`src/rtl/updown_counter_param.sv`:
```
// ---------------------------------------------------------------------------
// updown_counter_param
//
// Loadable up/down modulo counter with programmable step, count enable,
// registered wrap pulse and combinational terminal-count flag.
//
// Optional feature macro: COUNTER_SAT_EN
//   defined   -> sat input selects saturation at 0 / MODULUS-1
//   undefined -> sat is unused and the counter always wraps
//
// Parameters
//   WIDTH    counter/data width in bits (2..32)
//   MODULUS  count range 0..MODULUS-1 (2 <= MODULUS <= 2**WIDTH)
//
// Ports
//   clk       clock, all state updates on rising edge
//   rst       asynchronous active-low reset
//   en        count enable (ignored while load=1)
//   load      synchronous load of data (highest priority)
//   updown    1 = count up, 0 = count down
//   step      amount added/subtracted per enabled cycle
//   sat       1 = saturate instead of wrap (COUNTER_SAT_EN builds only)
//   data      load value
//   data_out  registered count
//   wrap      registered one-cycle pulse: last update wrapped
//   tc        terminal count: MODULUS-1 when counting up, 0 when down
// ---------------------------------------------------------------------------
module updown_counter_param #(
   parameter int WIDTH   = 4,
   parameter int MODULUS = 10
) (
   input  logic             clk,
   input  logic             rst,
   input  logic             en,
   input  logic             load,
   input  logic             updown,
   input  logic [WIDTH-1:0] step,
   input  logic             sat,
   input  logic [WIDTH-1:0] data,
   output logic [WIDTH-1:0] data_out,
   output logic             wrap,
   output logic             tc
);

   // All range arithmetic is done one bit wider so MODULUS == 2**WIDTH
   // and the up-count sum both fit without overflow.
   localparam logic [WIDTH:0]   MOD_W = (WIDTH+1)'(MODULUS);
   localparam logic [WIDTH:0]   MAX_W = MOD_W - 1'b1;
   localparam logic [WIDTH-1:0] MAX_V = MAX_W[WIDTH-1:0];

   logic [WIDTH:0]   step_w;
   logic [WIDTH:0]   s_eff;
   logic [WIDTH:0]   cnt_w;
   logic [WIDTH:0]   sum_up;
   logic [WIDTH:0]   sum_dn_wrap;
   logic             sat_mode;
   logic [WIDTH-1:0] next_cnt;
   logic             next_wrap;

`ifdef COUNTER_SAT_EN
   assign sat_mode = sat;
`else
   logic unused_sat;
   assign unused_sat = sat;
   assign sat_mode   = 1'b0;
`endif

   assign step_w      = {1'b0, step};
   assign s_eff       = (step_w >= MOD_W) ? MAX_W : step_w;
   assign cnt_w       = {1'b0, data_out};
   assign sum_up      = cnt_w + s_eff;
   // Only used when data_out < s, so the result lies in 1..MODULUS-1.
   assign sum_dn_wrap = cnt_w + MOD_W - s_eff;

   always_comb begin
      next_cnt  = data_out;
      next_wrap = 1'b0;
      if (load) begin
         next_cnt = ({1'b0, data} >= MOD_W) ? MAX_V : data;
      end else if (en) begin
         if (updown) begin
            if (sum_up < MOD_W) begin
               next_cnt = sum_up[WIDTH-1:0];
            end else if (sat_mode) begin
               next_cnt = MAX_V;
            end else begin
               next_cnt  = WIDTH'(sum_up - MOD_W);
               next_wrap = 1'b1;
            end
         end else begin
            if (cnt_w >= s_eff) begin
               next_cnt = WIDTH'(cnt_w - s_eff);
            end else if (sat_mode) begin
               next_cnt = '0;
            end else begin
               next_cnt  = sum_dn_wrap[WIDTH-1:0];
               next_wrap = 1'b1;
            end
         end
      end
   end

   always_ff @(posedge clk or negedge rst) begin
      if (!rst) begin
         data_out <= '0;
         wrap     <= 1'b0;
      end else begin
         data_out <= next_cnt;
         wrap     <= next_wrap;
      end
   end

   assign tc = updown ? (data_out == MAX_V) : (data_out == '0);

endmodule

```
`config.mk`:
```
export PLATFORM = sky130hd
export DESIGN_NAME = updown_counter_param
export DESIGN_NICKNAME = d
export VERILOG_FILES = /design/src/rtl/updown_counter_param.sv
export SDC_FILE = /design/constraint.sdc
export NUM_CORES = 1
export LEC_CHECK = 0
export CAP_MARGIN = 20
export CORE_UTILIZATION = 49
export DETAILED_ROUTE_END_ITERATION = 8
export HOLD_SLACK_MARGIN = 0.15
export PLACE_DENSITY = 0.83
export SYNTH_ARGS = -nofsm -noshare
export SYNTH_HDL_FRONTEND = slang
export SYNTH_SLANG_ARGS = --single-unit
export TNS_END_PERCENT = 5
```
`constraint.sdc`:
```
create_clock -name clk -period 2.9 [get_ports clk]
set_input_delay 0.29 -clock clk [delete_from_list [all_inputs] [get_ports clk]]
set_output_delay 0.29 -clock clk [all_outputs]
set_load 0.005 [all_outputs]
```
======== Yosys cells after proc, flatten, opt, wreduce, memory -nomap -nowiden ========
Cells that the tools add are included.
storage, ports and cells
  flip-flop bits (word level) ............. 5
  latch bits .............................. 0
  memory bits (writable) .................. 0
  ROM bits ................................ 0
  output and inout port bits .............. 6
  memories kept ........................... 0
operators by class
  add/subtract/negate cells ............... 5
  multiply operators ...................... 0
  div/mod/pow operators ................... 0
  order comparisons ....................... 4
  eq/ne operators ......................... 1
  shifts and indexed selects .............. 0
  muxes and demuxes ....................... 13
  bitwise gates (word level) .............. 0
  reduce and logical (&&, ||, !) cells .... 2
operators by type and width
  operator                                                              count
  4-bit two-way mux                                                     7
  4-bit greater-or-equal comparator, second input constant              2
  4-bit subtractor                                                      2
  1-bit two-way mux                                                     6
  4-bit by 4-bit adder with 5-bit output                                1
  5-bit by 4-bit < comparator with 1-bit output, second input constant  1
  4-bit adder, second input constant                                    1
  4-bit equality test, second input constant                            1
  4-bit greater-or-equal comparator                                     1
  4-bit zero test                                                       1
  4-bit subtractor, second input constant                               1
  2-bit nonzero test                                                    1

======== Logic depth before layout (Yosys ltp) ========
Gate-level depths: netlist of run 1.
  depth after elaboration ................. 8
  depth in mapped cells ................... 10
  mapped depth without buffers ............ 10

======== Least setup slack after synthesis of run 1 ========
OpenSTA, ideal clock, no wires.
  path type ............................... input -> register
  from .................................... input port step[1]
  to ...................................... register wrap
  setup time .............................. 0.071 ns
  arrival time ............................ 2.126 ns
  slack ................................... 0.703 ns
  stages .................................. 9
  buffers on the path ..................... 0
  cells stage by stage .................... o21ai_0 -> nand2b_1 -> ha_1 -> inv_1 -> fa_1 -> ha_1 -> o31a_2 -> mux2_2 -> nor2_1
between the ends
  longest elaborated chain between the ends .. 8
  elaborated cells between the ends (all ways) .. 10
  classes of those cells .................. add/sub: 1; order compare: 3; mux: 6
ends and longest elaborated chain
  element                                        RTL line  source
  start, declared                                37        input logic [WIDTH-1:0] step,
  4-bit greater-or-equal comparator              69        assign s_eff = (step_w >= MOD_W) ? MAX_W : step_w;
  4-bit two-way mux *                            69
  4-bit by 4-bit adder with 5-bit output         71        assign sum_up = cnt_w + s_eff;
  5-bit by 4-bit < comparator with 1-bit output  82        if (sum_up < MOD_W) begin
  1-bit two-way mux                              82
  1-bit two-way mux *                            81        if (updown) begin
  1-bit two-way mux *                            80        end else if (en) begin
  1-bit two-way mux *                            78        if (load) begin
  net next_wrap                                  58        logic next_wrap;
  end signal, assigned                           109       wrap <= next_wrap;
  end, declared                                  41        output logic wrap,
The timed path passes the listed nets; every way through them passes the cells marked *.
A chain may end at the register's enable or synchronous reset.

======== Worst setup path after layout of run 1 ========
  from .................................... input port step[3]
  to ...................................... register data_out[3]
between the ends
  longest elaborated chain between the ends .. 8
  elaborated cells between the ends (all ways) .. 13
  classes of those cells .................. add/sub: 4; order compare: 3; mux: 6
ends and longest elaborated chain
  element                                                                                   RTL line  source
  4-bit greater-or-equal comparator                                                         69
  4-bit two-way mux *                                                                       69
  4-bit by 4-bit adder with 5-bit output                                                    71
  4-bit subtractor / 5-bit by 4-bit < comparator with 1-bit output (equally long branches)  87, 82
  4-bit two-way mux                                                                         82
  4-bit two-way mux *                                                                       81
  4-bit two-way mux *                                                                       80
  4-bit two-way mux *                                                                       78
  end signal, assigned                                                                      108       data_out <= next_cnt;
  end, declared                                                                             40        output logic [WIDTH-1:0] data_out,
Mark *: on every way between the ends. The rest lies on a longest branch, timed or not. The select of a mux whose other input is x is not followed.

==> results.py, run 1 <==
metrics = {
    "layout": {
        "drive_gt1_share_pct": 11.0,
        "fin_util_pct": 69.1,
        "multiInputGateArea_um2": 638,
        "stdcell_count": 134,
        "area_growth_pct": 28.2,
        "final_nets": 149,
        "fin_area_mm2": 0.00106,
        "antenna_cells": 0,
        "fillers": 129,
        "regArea_um2": 125,
    },
    "route": {
        "vias": 746,
        "drt-initial-drc-count": 8,
        "totalWireLength_um": 1810,
        "drt_pass1_iterations": 4,
        "avgViaCountPerCell": 5.57,
        "drc": 0,
        "avgRoutedWirePerCell_um": 13.5,
        "ant_nets": 0,
    },
    "cts": {
        "cts_setup_buffers": 0,
        "cts_hold_buffers": 0,
        "cts_buffers": 3,
        "cts_root_buf": "clkbuf_4",
        "cts_max_level": 1,
        "clk_latency_ns": 0.23,
        "cts-resized-gates": 0,
        "clk_pin_slew_ns": 0.04,
        "clk_path_buf_depth": 2,
        "cts.sinks": 5,
        "cts_tree": "built",
    },
    "setup_path": {
        "cp.required_ns": 3.01,
        "slowest_delay_ns": 0.51,
        "cpMaxStageDelayCell": "clkdlybuf4s50_1",
        "crit_family": "adder cells",
        "crit_start": "step[3]",
        "rr_worst_depth": 7,
        "worst-path-buf-inv": 2,
        "crit_cells": 11,
        "crit_end": "data_out[3]",
        "start_kind": "input port",
        "crit_type": "in2reg",
        "arrival_ns": 2.75,
        "cp_common_cell": "ha_1",
        "timing.rr.end": "data_out[3]",
        "cp-end-kind": "register",
        "crit_chain": "clkdlybuf4s50_1 -> o21ai_0 -> nand2b_1 -> ha_1 -> inv_1 -> fa_1 -> xnor2_1 -> ha_1 -> nor2_1 -> mux2_4 -> a311o_1",
        "path_max_fanout": 4,
        "r2r_setup_slack_ns": 0.53,
        "r2r_start": "data_out[2]",
    },
    "timing": {
        "slew_violations": 0,
        "clock-skew-final_ns": 0.00299,
        "timing.hold.ws_ns": 0.278,
        "fmax_ghz": 0.379,
        "setup_violations": 0,
        "hold_viol": 0,
        "max-slew-margin-rel_pct": 62.7,
        "period_share_pct": 91.0,
        "rsz0062_at_grt": "no",
        "tightest_slew_ns": 0.554,
        "post-route-min-period_ns": 2.64,
        "timing.final.ws_setup_ns": 0.261,
        "tns_ns": 0,
    },
    "synthesis": {
        "synth_seq_cells": 5,
        "yosysSeqAreaShare_pct": 15.1,
        "netlist_area_um2": 831,
        "synth_cell_types": 34,
        "postSynthCellCount": 96,
        "yosys_warnings": 0,
        "yosys.area.top_type_share_pct": 18.1,
        "ys_top_cells_by_area": "ha_1 18%, dfrtp_1 15%, fa_1 9.6%",
        "synth_top_area_cell": "ha_1",
        "synth_fp_nets": 126,
        "synth_area_per_cell_um2": 8.65,
    },
    "grt": {
        "overflow": 0,
        "gr-usage-met2_pct": 38.8,
        "grt_use_met1_pct": 26.7,
        "top_usage_layer": "met2",
        "grt_pass1_vias": 760,
        "grt_start_max_net_pins": 12,
        "antenna_found_initial": 0,
        "grt_use_total_pct": 22.2,
        "grt_pass1_wl_um": 3130,
        "use_met3_pct": 1.70,
    },
    "floorplanning": {
        "placementRows": 14,
        "ioPinCount": 20,
        "initial_core_util_pct": 53.9,
        "core_area_mm2": 0.00154,
        "die_w_um": 43.2,
        "die_y_um": 43.2,
        "die_area_mm2": 0.00186,
    },
    "status": {
        "outcome": "complete, no violations",
    },
    "power": {
        "power_leakage_nw": 0.485,
        "power_density_mw_per_mm2": 694,
        "report.power.total_mw": 0.739,
        "ir_worst_vdd_mv": 0.534,
    },
    "place": {
        "placedCellCount": 130,
        "port_buffers": 18,
        "gp_congestion": 0.910,
        "post-place-ws_ns": 0.0357,
        "placed_cell_area_mm2": 0.00104,
        "post-dp-hpwl_um": 1540,
    },
    "min_path": {
        "holdCritPathClass": "in2async",
    },
    "flow_run": {
        "drv_cap": 0,
    },
}
area by class of cell:
type                            instances  share of cell area, %
Multi-Input combinational cell         75                   59.9
Inverter                               12                   4.23
Sequential cell                         5                   11.8
Tap cell                               16                   1.88
Clock buffer                            4                   2.47
Timing Repair Buffer                   22                   19.7
registers in the layout, indices dropped and copies added (netlist names):
| register | count |
|---|---|
| wrap | 1 |
| data_out | 4 |
cells in the final DEF, fill, tap and decap left out, types with 2 or more instances in the layout:
master | synthesis | layout
a21oi_1 | 3 | 3
buf_4 | 0 | 4
clkbuf_4 | 0 | 3
clkdlybuf4s50_1 | 0 | 18
dfrtp_1 | 5 | 5
fa_1 | 4 | 4
ha_1 | 12 | 12
inv_1 | 12 | 12
mux2_2 | 3 | 3
mux2i_1 | 3 | 3
nand2b_1 | 6 | 6
nand3_1 | 2 | 2
nand3b_1 | 4 | 4
nor2_1 | 9 | 9
nor2b_1 | 2 | 2
o21ai_0 | 6 | 6
xor2_1 | 3 | 3
worst min path at each step:
stage | startpoint | cells past startpoint | endpoint
after global placement | rst | 1 | data_out[1]
final | rst | 1 | data_out[3]
after CTS | rst | 1 | data_out[3]
after floorplan | rst | 0 | data_out[0]
after detailed placement | rst | 1 | wrap
after global routing | rst | 1 | data_out[3]
report_power, final:
group	internal [mW]	leakage (nW)	switching (mW)
combinational	0.286	0.408	0.247
sequential	0.0898	0.0624	0.0395
clock	0.0518	0.0150	0.0251
total	0.428	0.485	0.312
Yosys cell counts:
| library cell | instances |
|---|---|
| a21o_1 | 1 |
| a221oi_1 | 1 |
| nand3_1 | 2 |
| a311o_1 | 1 |
| mux2_2 | 3 |
| inv_1 | 12 |
| xnor2_1 | 1 |
| o31ai_1 | 1 |
| o211ai_1 | 1 |
| a2111oi_0 | 1 |
| o21ai_0 | 6 |
| nor3b_1 | 1 |
| or3_1 | 1 |
| o31a_1 | 1 |
| clkbuf_1 | 3 |
| nor3b_2 | 1 |
| ha_1 | 12 |
| nor4_1 | 1 |
| mux2_4 | 1 |
| nand2b_1 | 6 |
| xor2_1 | 3 |
| dfrtp_1 | 5 |
| buf_6 | 1 |
| a21oi_1 | 3 |
| a211oi_1 | 1 |
| o31a_2 | 1 |
| or2_1 | 1 |
| nand2_1 | 1 |
| nand3b_1 | 4 |
| a31oi_1 | 1 |
| fa_1 | 4 |
| mux2i_1 | 3 |
| nor2_1 | 9 |
| nor2b_1 | 2 |
metal layers:
| layer | wire length, um | vias to the layer above |
|---|---|---|
| li1 | - | 373 |
| met1 | 778 | 353 |
| met2 | 968 | 18 |
| met3 | 53 | 2 |
| met4 | 10 | 0 |
| met5 | 0 | - |
logic make-up (layout without fill, tap and decap cells):
| family | after synthesis | after routing | share of synthesized area, % |
|---|---|---|---|
| XOR/XNOR | 4 | 4 | 4.22 |
| AND/OR/NAND/NOR | 29 | 29 | 20.0 |
| buffers and inverters | 16 | 38 | 8.13 |
| adder cells (fa/ha/maj) | 16 | 16 | 27.7 |
| flip-flops | 5 | 5 | 15.1 |
| multiplexers | 7 | 7 | 9.49 |
| AO/OA/AOI/OAI | 19 | 19 | 15.4 |
Note: power is estimated with default switching activity, not from simulation.
==> inputs of run 2 (changes only) <==
- ABC_AREA: unset -> 1
==> run 2 against run 1 <==
Against the previous run: combinational power is 9.2% lower; flip-flop and latch count stayed put; sequential power is 16% lower; clock-buffer cell count stayed put; non-clock buffer count is 1 lower; final area is 0.35% higher; core utilization is 0.24 points higher; die area is 0.44% higher; synthesized area is 0.45% higher; wire length is 9.7% higher.
==> results.py, run 2 <==
metrics = {
    "layout": {
        "multiInputGateArea_um2": 601,
        "layout.cells.most_common": "nand2_1",
        "fin_util_pct": 69.3,
        "drive_gt1_share_pct": 11.5,
        "top_regs": "data_out (4), wrap (1)",
        "area_growth_pct": 28.0,
        "largest_register_ffs": 4,
        "fin_area_mm2": 0.00107,
        "regArea_um2": 125,
        "final_cell_mix": "25 x nand2_1, 24 x inv_1, 18 x clkdlybuf4s50_1",
        "antenna_cells": 0,
        "fillers": 130,
        "largest_register": "data_out",
        "final_nets": 170,
    },
    "timing": {
        "timing.final.ws_setup_ns": 0.267,
        "max-slew-margin-rel_pct": 80.9,
        "fmax_ghz": 0.380,
        "tns_ns": 0,
        "slew_violations": 0,
        "hold_viol": 0,
        "setup_violations": 0,
        "tightest_slew_ns": 0.284,
        "timing.hold.ws_ns": 0.269,
        "rsz0062_at_grt": "no",
        "clock-skew-final_ns": 0.000826,
        "period_share_pct": 90.8,
        "post-route-min-period_ns": 2.63,
    },
    "synthesis": {
        "synth_mux_area_share_pct": 0,
        "yosysMostFrequentCell": "nand2_1",
        "synth_flop_cell": "dfrtp_1",
        "synth_cell_types": 26,
        "yosys_warnings": 0,
        "netlist_top_cells_count": "25 x nand2_1, 24 x inv_1, 12 x ha_1, 9 x nand3_1",
        "synth_fp_nets": 146,
        "synth_seq_cells": 5,
        "yosysSeqAreaShare_pct": 15.0,
        "synth_top_family_by_area": "adder cells",
        "async_flop_share_pct": 100,
        "synth_top_area_cell": "ha_1",
        "synth_simple_gate_area_share_pct": 24.4,
        "synth_xor_area_share_pct": 3.15,
        "synth_area_per_cell_um2": 7.19,
        "ys_top_cells_by_area": "ha_1 18%, dfrtp_1 15%, nand2_1 11%",
        "synth_fa_ha_area_share_pct": 27.6,
        "postSynthCellCount": 116,
        "netlist_area_um2": 835,
        "synth_compound_area_share_pct": 16.8,
        "synth_edf_count": 0,
        "yosys.area.top_type_share_pct": 18.0,
    },
    "route": {
        "avgViaCountPerCell": 5.52,
        "drt_pass1_iterations": 4,
        "totalWireLength_um": 1980,
        "avgRoutedWirePerCell_um": 12.8,
        "ant_nets": 0,
        "drt-initial-drc-count": 17,
        "drc": 0,
        "vias": 856,
    },
    "setup_path": {
        "crit_chain": "clkdlybuf4s50_1 -> o21ai_0 -> nand2_1 -> ha_1 -> inv_1 -> fa_1 -> xnor2_1 -> ha_1 -> inv_1 -> nand3_2 -> nand2_2 -> nand2_1 -> nand3_1 -> nand2_1 -> nand2_1 -> a21oi_2",
        "crit_cells": 16,
        "path_max_fanout": 4,
        "arrival_ns": 2.82,
        "cpMaxStageDelayCell": "clkdlybuf4s50_1",
        "slowest_delay_ns": 0.48,
        "crit_type": "in2reg",
        "cp-end-kind": "register",
        "crit_family": "adder cells",
        "rr_worst_depth": 12,
        "cp.required_ns": 3.08,
        "cp_common_cell": "nand2_1",
        "worst-path-buf-inv": 3,
        "start_kind": "input port",
    },
    "grt": {
        "antenna_found_initial": 0,
        "grt_pass1_wl_um": 3400,
        "grt_start_max_net_pins": 8,
        "grt_use_total_pct": 24.3,
        "grt_pass1_vias": 843,
        "overflow": 0,
    },
    "power": {
        "p_int_mw": 0.355,
        "seqPwrFrac_pct": 16.0,
        "power_leakage_nw": 0.559,
        "switchingPower_mw": 0.325,
        "power_density_mw_per_mm2": 636,
        "clock_power_share_pct": 12.9,
        "pwr-share-comb_pct": 71.2,
        "ir_worst_vdd_mv": 0.385,
        "swShare_pct": 47.8,
    },
    "cts": {
        "cts_setup_buffers": 0,
        "cts_tree": "built",
        "cts_buffers": 3,
        "cts-resized-gates": 0,
        "cts_hold_buffers": 0,
        "clk_pin_slew_ns": 0.05,
        "cts.sinks": 5,
        "clk_latency_ns": 0.25,
        "clk_path_buf_depth": 2,
        "cts_root_buf": "clkbuf_4",
        "cts_max_level": 1,
    },
    "floorplanning": {
        "placementRows": 14,
        "ioPinCount": 20,
        "die_area_mm2": 0.00187,
        "initial_core_util_pct": 54.1,
        "die_y_um": 43.3,
        "die_w_um": 43.3,
        "core_area_mm2": 0.00154,
    },
    "place": {
        "port_buffers": 18,
        "placed_cell_area_mm2": 0.00104,
        "post-place-ws_ns": 0.0731,
        "gp_congestion": 0.815,
        "post-dp-hpwl_um": 1630,
    },
    "status": {
        "outcome": "complete, no violations",
    },
    "min_path": {
        "holdCritPathClass": "in2async",
    },
    "flow_run": {
        "drv_cap": 0,
    },
}
## run 2: cell types whose count changed after synthesis, moves of 4 or more
cell,before,now
inv_1,12,24
nand2_1,1,25
nand2b_1,6,0
nand3_1,2,9
nand3b_1,4,0
nor2_1,9,5
## run 2: power by group through the flow
stage,logic [mW],registers [mW],clock network [mW]
2_1_floorplan,0.340,0.105,0
3_3_place_gp,0.452,0.108,0
3_5_place_dp,0.473,0.110,0
4_1_cts,0.483,0.109,0.0881
5_1_grt,0.540,0.111,0.0908
6_report,0.484,0.108,0.0874
## run 2: logic make-up (layout without fill, tap and decap cells)
group / Yosys count / in the layout
flops: 5 / 5
buf+inv: 27 / 50
xor+xnor: 3 / 3
fa+ha+maj: 16 / 16
simple gates: 45 / 45
compound gates: 20 / 20
## run 2: worst paths after layout
path | from | end | slack [ns]
setup / recovery | step[3] | data_out[1] | 0.27
hold / removal | rst | wrap | 0.27
setup reg to reg | data_out[1] | data_out[1] | 0.61
hold reg to reg | data_out[2] | data_out[2] | 0.65
max in group asynchronous | rst | data_out[0] | 2.43
min in group clk | data_out[2] | data_out[2] | 0.65
## run 2: cell type report
| type | count | area share, % |
|---|---|---|
| clock buffer | 4 | 2.46 |
| inverter | 25 | 8.78 |
| multi-input combinational | 84 | 56.2 |
| sequential | 5 | 11.7 |
| tap | 16 | 1.87 |
| timing repair buffer | 21 | 19.0 |
## run 2: worst reg2reg max path: cells and delay by family, from the launching register on
kind	cells	cell delay, ns
AND/OR/NAND/NOR	6	0.45
AO/OA/AOI/OAI	1	0.10
flip-flops	1	0.50
XOR/XNOR	1	0.25
adder cells (fa/ha/maj)	2	0.72
buffers and inverters	2	0.20
## run 2: metal layers
layer / up-vias / global-route usage (%) / part of all wire [%]
met1: 395 / 27.9 / 41
met5: - / 0 / 0
met4: 0 / 9.70 / 2.0
met2: 38 / 43.9 / 52
li1: 415 / - / -
met3: 8 / 3.83 / 5.3
## run 2: metrics by stage
step | power [mW] | std cells
floorplan | 0.445 | 116
detailed placement | 0.583 | 151
finish | 0.680 | 155
global placement | 0.560 | 151
global route | 0.742 | 155
CTS | 0.679 | 155
==> inputs of run 3 (changes only) <==
- HOLD_SLACK_MARGIN: 0.15 -> 0.12
==> results of run 3 <==
The final DEF is identical to that of run 2; final timing and power are the same.
